===== src/rtl/program_loader.sv =====
// Byte-stream program loader: parses command frames and writes 32-bit words
// into instruction or data memory, and gates the CPU run enable.
module program_loader #(
   parameter int ADDR_STEP  = 4,
   parameter int IMEM_WORDS = 512,
   parameter int DMEM_WORDS = 1024
) (
   input  logic        clk,
   input  logic        rst,
   input  logic        in_valid,
   input  logic [7:0]  in_data,
   output logic        in_ready,
   output logic [31:0] addr_ext,
   output logic        wen_ext,
   output logic [31:0] wdata_ext,
   output logic        ren_ext,
   output logic [31:0] addr_ext_2,
   output logic        wen_ext_2,
   output logic [31:0] wdata_ext_2,
   output logic        ren_ext_2,
   output logic        enable,
   output logic        busy,
   output logic        err
);

   // state  | meaning
   // IDLE   | waiting for a command byte
   // CNT_HI | expecting word-count high byte
   // CNT_LO | expecting word-count low byte
   // DATA   | collecting the 4 bytes of a word
   // WRITE  | one-cycle memory write strobe, input stalled
   typedef enum logic [2:0] {IDLE, CNT_HI, CNT_LO, DATA, WRITE} state_t;

   localparam logic [31:0] STEP     = 32'(ADDR_STEP);
   localparam logic [31:0] IMEM_LIM = 32'(IMEM_WORDS);
   localparam logic [31:0] DMEM_LIM = 32'(DMEM_WORDS);

   state_t      state, state_nxt;
   logic        accept;
   logic        is_dmem;
   logic [7:0]  cnt_hi;
   logic [15:0] words_left;
   logic [31:0] word_idx;
   logic [31:0] word_addr;
   logic [23:0] shift;
   logic [1:0]  byte_cnt;
   logic        in_range;
   logic [31:0] word_full;

   assign in_ready  = (state != WRITE);
   assign busy      = (state != IDLE);
   assign accept    = in_valid && in_ready;
   assign ren_ext   = 1'b0;
   assign ren_ext_2 = 1'b0;
   assign in_range  = is_dmem ? (word_idx < DMEM_LIM) : (word_idx < IMEM_LIM);
   assign word_full = {shift, in_data};

   always_ff @(posedge clk) begin
      if (rst) state <= IDLE;
      else     state <= state_nxt;
   end

   always_comb begin
      state_nxt = state;
      case (state)
         IDLE:   if (accept && (in_data == 8'h01 || in_data == 8'h02)) state_nxt = CNT_HI;
         CNT_HI: if (accept) state_nxt = CNT_LO;
         CNT_LO: if (accept) state_nxt = ({cnt_hi, in_data} == 16'd0) ? IDLE : DATA;
         DATA:   if (accept && byte_cnt == 2'd3) state_nxt = WRITE;
         WRITE:  state_nxt = (words_left == 16'd1) ? IDLE : DATA;
         default: state_nxt = IDLE;
      endcase
   end

   always_ff @(posedge clk) begin
      if (rst) begin
         is_dmem     <= 1'b0;
         cnt_hi      <= '0;
         words_left  <= '0;
         word_idx    <= '0;
         word_addr   <= '0;
         shift       <= '0;
         byte_cnt    <= '0;
         enable      <= 1'b0;
         err         <= 1'b0;
         wen_ext     <= 1'b0;
         wen_ext_2   <= 1'b0;
         addr_ext    <= '0;
         addr_ext_2  <= '0;
         wdata_ext   <= '0;
         wdata_ext_2 <= '0;
      end else begin
         wen_ext   <= 1'b0;
         wen_ext_2 <= 1'b0;
         case (state)
            IDLE: begin
               if (accept) begin
                  case (in_data)
                     8'h01, 8'h02: begin
                        is_dmem   <= (in_data == 8'h02);
                        enable    <= 1'b0;
                        word_idx  <= '0;
                        word_addr <= '0;
                        byte_cnt  <= '0;
                     end
                     8'h03:   enable <= 1'b1;
                     8'h04:   enable <= 1'b0;
                     default: err    <= 1'b1;
                  endcase
               end
            end
            CNT_HI: if (accept) cnt_hi <= in_data;
            CNT_LO: if (accept) words_left <= {cnt_hi, in_data};
            DATA: begin
               if (accept) begin
                  shift    <= word_full[23:0];
                  byte_cnt <= byte_cnt + 2'd1;
                  // Word complete: present it during the WRITE cycle that follows.
                  if (byte_cnt == 2'd3) begin
                     if (is_dmem) begin
                        addr_ext_2  <= word_addr;
                        wdata_ext_2 <= word_full;
                        wen_ext_2   <= in_range;
                     end else begin
                        addr_ext  <= word_addr;
                        wdata_ext <= word_full;
                        wen_ext   <= in_range;
                     end
                     if (!in_range) err <= 1'b1;
                  end
               end
            end
            WRITE: begin
               words_left <= words_left - 16'd1;
               word_idx   <= word_idx + 32'd1;
               word_addr  <= word_addr + STEP;
            end
            default: ;
         endcase
      end
   end

endmodule


===== config.mk =====
export PLATFORM = sky130hd
export DESIGN_NAME = program_loader
export DESIGN_NICKNAME = d
export VERILOG_FILES = /design/src/rtl/program_loader.sv
export SDC_FILE = /design/constraint.sdc
export NUM_CORES = 1
export LEC_CHECK = 0
export CORE_MARGIN = 1
export CORE_UTILIZATION = 50
export DETAILED_ROUTE_END_ITERATION = 8
export GPL_TIMING_DRIVEN = 0
export PLACE_DENSITY = 0.73
export SLEW_MARGIN = 20
export SYNTH_ARGS = -nofsm -noshare
export SYNTH_HDL_FRONTEND = slang
export SYNTH_SLANG_ARGS = --single-unit

===== constraint.sdc =====
create_clock -name clk -period 2.85 [get_ports clk]
set_clock_uncertainty 0.15 [all_clocks]
set_input_delay 0.4275 -clock clk [delete_from_list [all_inputs] [get_ports clk]]
set_output_delay 0.4275 -clock clk [all_outputs]
set_load 0.01 [all_outputs]

## Word-level counts from Yosys, hierarchy flattened

Index checks and enable logic that the tools add are counted.

| storage, ports and cells | value |
|---|---|
| input port bits | 11 |
| output and inout bits | 136 |
| register bits after elaboration | 250 |
| logic and storage cells | 99 |

| operators by class | value |
|---|---|
| reductions and logical operators | 27 |
| equal/unequal tests | 21 |
| add/subtract/negate cells | 4 |
| muxes and demuxes | 25 |
| bitwise gates (word level) | 4 |
| order comparisons | 2 |

Operators by type and width:

| kind | number |
|---|---|
| 32-bit case mux with 2 select lines | 2 |
| 32-bit two-way mux | 2 |
| 32-bit by 1-bit adder with 32-bit output (second input constant) | 1 |
| 32-bit by 3-bit adder with 32-bit output (second input constant) | 1 |
| 32-bit by 10-bit < comparator with 1-bit output (second input constant) | 1 |
| 32-bit by 11-bit < comparator with 1-bit output (second input constant) | 1 |
| 16-bit case mux with 2 select lines | 1 |
| 2-bit inequality test (second input constant) | 10 |
| 16-bit by 1-bit == test with 1-bit output (second input constant) | 1 |
| 8-bit by 2-bit == test with 1-bit output (second input constant) | 2 |
| 16-bit logical NOT | 1 |
| 16-bit two-way mux | 1 |
| 4-bit AND reduction | 4 |
| 16-bit by 1-bit subtractor with 16-bit output (second input constant) | 1 |
| 3-bit case mux with 5 select lines | 1 |
| 3-bit two-way mux | 4 |
| 2-bit two-way mux | 5 |
| 5-bit OR reduction | 2 |
| 3-bit AND reduction | 3 |
| 8-bit by 1-bit == test with 1-bit output (second input constant) | 1 |
| 8-bit by 3-bit == test with 1-bit output (second input constant) | 1 |
| 2-bit nonzero test | 4 |
| 3-bit by 2-bit == test with 1-bit output (second input constant) | 2 |
| 1-bit two-way mux | 6 |
| 17 further kinds | 25 |

## Depth between registers and ports, before layout

| depth | value |
|---|---|
| depth after elaboration | 6 |
| gate-level depth with buffers | 7 |
| depth with buffers taken out | 6 |

## Worst setup path after synthesis

Ideal clock, no wire load.

| path | value |
|---|---|
| kind | flip-flop to flip-flop |
| start | reg words_left[3] |
| end | reg words_left[14] |
| stages on the path, launching flop included | 6 |
| path buffers | 0 |
| arrival | 1.951 ns |
| path slack | 0.675 ns |
| period minus slack after synthesis | 2.175 ns |
| setup time | 0.074 ns |
| cell sequence | dfxtp_1 or4_4 or3_1 or2_1 or4_1 a31oi_1 |

| on the way | value |
|---|---|
| cells in the longest elaborated chain, start to end | 2 |

RTL lines:

| element | RTL line | source |
|---|---|---|
| start, declared | 42 | `logic [15:0] words_left;` |
| start signal, assigned | 113 | `CNT_LO: if (accept) words_left <= {cnt_hi, in_data};` |
| start signal, assigned | 134 | `words_left <= words_left - 16'd1;` |
| 16-bit by 1-bit subtractor with 16-bit output | 134 |  |
| 16-bit case mux with 2 select lines | 95 | `case (state)` |

Every way passes these cells.
A chain may end at the register's enable or synchronous reset.

## Worst setup path after layout

| path | value |
|---|---|
| start | in in_data[3] |
| end | reg word_addr[21] |

| on the way | value |
|---|---|
| cells in the longest elaborated chain, start to end | 4 |
| elaborated cells between the ends (all ways) | 5 |

RTL lines:

| element | RTL line | source |
|---|---|---|
| start, declared | 11 | `input logic [7:0] in_data,` |
| 8-bit by 1-bit == test with 1-bit output / 8-bit by 2-bit == test with 1-bit output (equally long branches) | 98 | `case (in_data)` |
| 2-bit OR reduction (*) | -- |  |
| 2-bit inequality test (no line) (*) | -- |  |
| 3-bit AND reduction (no line) (*) | -- |  |
| end signal, assigned | 136 | `word_addr <= word_addr + STEP;` |
| end, declared | 44 | `logic [31:0] word_addr;` |

Every way passes the cells marked *; elsewhere a longest branch is shown, timed or not.

==> impl_table.tex <==
\begin{tabular}{lr}
\hline
Metric & Value \\
\hline
\multicolumn{2}{l}{\textbf{Synth}} \\
Compound-cell area share of the yosys netlist & 16.9\% \\
Post-synthesis xor/xnor area fraction & 3.16\% \\
Largest family of logic cells by synthesized area & simple AND/OR/NAND/NOR gates \\
Gate count after technology mapping & 1238 \\
Flip-flop and latch count after synthesis & 244 \\
Fraction of registers with async set/reset & 0\% \\
Seq/Total Area, Yosys & roughly 50\% \\
Fraction of the mapped netlist area in simple logic gates & 25.2\% \\
Mean Syn Cell Area & 8.05 um2 \\
Summed instance area of the synthesized netlist & 9970 um2 \\
Fraction of synthesized area in multiplexers & 0.803\% \\
Total of warnings raised by yosys & 0 \\
Synth Area in Adders & 0.628\% \\
Post-synth EDFFs & 0 \\
Most instantiated flip-flop cell in the synthesis netlist & dfxtp\_1 \\
Count of distinct cell types in the synthesized netlist & 66 \\
\multicolumn{2}{l}{\textbf{Die}} \\
Site row count & $\sim$50 \\
Die width & about 140 um \\
Die area & 20500 um2 \\
Boundary Pins & between 100 and 150 \\
CORE AREA & about 20000 um2 \\
Starting Density & between 50\% and 60\% \\
Overall die height & 143 um \\
\multicolumn{2}{l}{\textbf{Job}} \\
Max-cap check violation count & 0 \\
\multicolumn{2}{l}{\textbf{GRT}} \\
Vias in the first global route & 8709 \\
First-pass GRT wire length & 44.8 mm \\
Number of antenna violations at the first check in global routing & 0 \\
Global route total overflow & 0 \\
Pin count of the biggest net entering global routing & 19 \\
Total Routing Usage GR & 27.6\% \\
\multicolumn{2}{l}{\textbf{Timing}} \\
F\_max & 359 MHz \\
Measured slew at the worst slew-check pin & approximately 0.9 ns \\
Worst slew margin & just under 40\% \\
Worst slack on hold paths & 0.120 ns \\
Final-report setup violation count & 0 \\
Hold Fails Final Rpt & 0 \\
Minimum clock period after layout & 2.78 ns \\
Setup repair after global routing missed its margin & no \\
Share of the clock period used by the worst path after layout & a little under 100\% \\
Crit path setup slack, layout & 0.0678 ns \\
Number of pins exceeding their max-slew limit in the final report & 0 \\
\multicolumn{2}{l}{\textbf{Drt}} \\
Routed vias/inst & 5.58 \\
Total iterations of the first detailed-routing run & 5 \\
Via Count & between 9000 and 10000 \\
Post-route ant nets & 0 \\
Drt drc & 0 \\
Number of DRC markers in iteration 0 & 645 \\
Average wire per standard cell & 16.7 um \\
Total length of routed wires & 28.2 mm \\
\multicolumn{2}{l}{\textbf{Finish}} \\
Utilization after layout & between 60\% and 70\% \\
Area overhead of the layout relative to synthesis & 26.4\% \\
Total number of nets in the final design & 1423 \\
Most common cell after layout, fill and taps aside & nand2\_1 \\
Highest-count cells in the layout ignoring fill and taps & nand2\_1, dfxtp\_1, a21oi\_1, clkdlybuf4s50\_1, nor2\_1 \\
Share of post-route cells with drive strength above 1 & 5.61\% \\
Antenna diode count & 0 \\
\multicolumn{2}{l}{\textbf{Clock network}} \\
H-Tree Depth & 1 \\
Number of clock buffers inserted by TritonCTS & 25 \\
CTS Root Buffer Type & clkbuf\_16 \\
Source-to-sink clock delay at the later pin of the worst-skew pair & roughly 0.52 ns \\
Clock transition at the register clock pins on the worst setup and hold paths after CTS & 0.07 ns \\
TritonCTS clock tree & done \\
Hold bufs inserted after CTS & 0 \\
Clock Sink Count & 244 \\
Worst-case clock buffer depth & 3 \\
\multicolumn{2}{l}{\textbf{Worst setup path}} \\
Slowest cell delay on critical path & 0.58 ns \\
Critical path data required time & 3.14 ns \\
Cell-by-cell listing of the critical path & clkdlybuf4s50\_1 > nor4\_4 > and4\_1 > buf\_2 > o211ai\_1 > or4\_1 > a21oi\_1 \\
Crit path max-delay cell type & clkdlybuf4s50\_1 \\
Worst setup SP type & input pin \\
Worst Setup Path Type & input pin to flop \\
Crit-path max FO & 10 \\
Crit path DAT & slightly above 3 ns \\
Sort of element at the end of the critical path & flop \\
\multicolumn{2}{l}{\textbf{Placed design}} \\
Detailed Place HPWL & $\sim$20 mm \\
Pre-CTS WS & -0.545 ns \\
Count of buffers from port buffering & 138 \\
Routability congestion estimate from global placement & 0.892 \\
\multicolumn{2}{l}{\textbf{Status}} \\
Status & finished, final reports clean \\
\multicolumn{2}{l}{\textbf{Pwr}} \\
Clock group share of total power & 48.3\% \\
Largest voltage drop on the vdd net & between 0.4 and 0.5 mV \\
Switching power as a share of total power & 21.5\% \\
Gate power share & 3.6\% \\
Part of the power in registers & $\sim$48\% \\
Net switching power of the design & 0.00154 W \\
Total leakage power & between 4 and 5 nW \\
P per Cell Area & 568 nW/um2 \\
Internal power & 0.00562 W \\
\multicolumn{2}{l}{\textbf{Hold path}} \\
Type of the tightest min-delay check & input pin to flop \\
\hline
\end{tabular}
-- power groups by stage --
stage / clock network, W / logic (W) / registers (W)
after detailed placement: 0 / 0.000250 / 0.00352
after floorplan: 0 / 0.000158 / 0.00351
after global placement: 0 / 0.000247 / 0.00352
after global routing: 0.00364 / 0.000278 / 0.00344
after CTS: 0.00350 / 0.000251 / 0.00344
final: 0.00346 / 0.000255 / 0.00344
-- layer usage --
layer | track usage, % | routed length, um | up-vias
li1 | - | - | 4604
met1 | 37.0 | 12600 | 4496
met2 | 46.0 | 13400 | 297
met3 | 3.89 | 1690 | 39
met4 | 7.64 | 485 | 0
met5 | 0 | 0 | -
-- cell usage after synthesis (11+ instances only) --
cell type | instances | share of area (%)
nand2_1 | 334 | 13
dfxtp_1 | 244 | 49
a21oi_1 | 191 | 9.6
nor2_1 | 72 | 2.7
clkbuf_1 | 68 | 2.6
o21ai_0 | 27 | 1.4
nand3_1 | 25 | 1.3
xnor2_1 | 21 | 1.8
or3_1 | 20 | 1.3
nand4_1 | 16 | 1.0
xor2_1 | 15 | 1.3
nor4_1 | 12 | 0.75
a211oi_1 | 11 | 0.83
-- sequential cells by signal (all words and copies together) (netlist names), 2 cells and up --
signal       flops
shift           24
cnt_hi           8
state            3
wdata_ext       32
addr_ext        30
byte_cnt         2
wdata_ext_2     32
words_left      16
word_addr       30
addr_ext_2      30
word_idx        32
-- worst paths after layout --
check	depth (start not counted)	from	slack, ns	to
max reg2reg	8	state[2]	0.24	words_left[9]
max	7	in_data[3]	0.07	word_addr[21]
min	3	rst	0.12	err
min reg2reg	2	addr_ext_2[20]	0.30	addr_ext_2[20]
-- kinds of logic after synthesis --
kind of cell    after synthesis
simple gates                554
other cells                   1
xor+xnor                     36
mux                           8
flops                       244
fa+ha+maj                     5
compound gates              291
buf+inv                      99
-- through the flow --
| stage | instances | power [W] | cell area (um2) | setup TNS, ns |
|---|---|---|---|---|
| after detailed placement | 1646 | 0.00377 | 11700 | -42.20 |
| after global routing | 1691 | 0.00736 | 12600 | 0 |
| final | 1691 | 0.00716 | 12600 | 0 |
| after global placement | 1646 | 0.00376 | 11700 | -34.41 |
| after floorplan | 1243 | 0.00367 | 9990 | 0 |
| after CTS | 1691 | 0.00719 | 12600 | 0 |
-- worst max-delay path, delay by kind of cell --
family	cells	cell delay, ns
AOI/OAI and AO/OA	2	0.30
and+or+nand+nor	3	1.44
buffers and inverters	2	0.89
-- layout make-up --
| type | instances | area (um2) |
|---|---|---|
| clock buffers | 35 | 753 |
| well taps | 265 | 332 |
| repair buffers | 139 | 1390 |
| inverters | 11 | 41.3 |
| plain buffers | 86 | 378 |
| flip-flops and latches | 244 | 4880 |
| multi-input cells | 900 | 4690 |
| clock inverters | 11 | 136 |
| fillers | 1711 | 6930 |
-- timing repair --
item	CTS	global route
gates resized for setup	1	3
setup endpoints to repair	4	11
pin swaps	0	1
setup buffers	1	0
(Power assumes the default switching activity.)
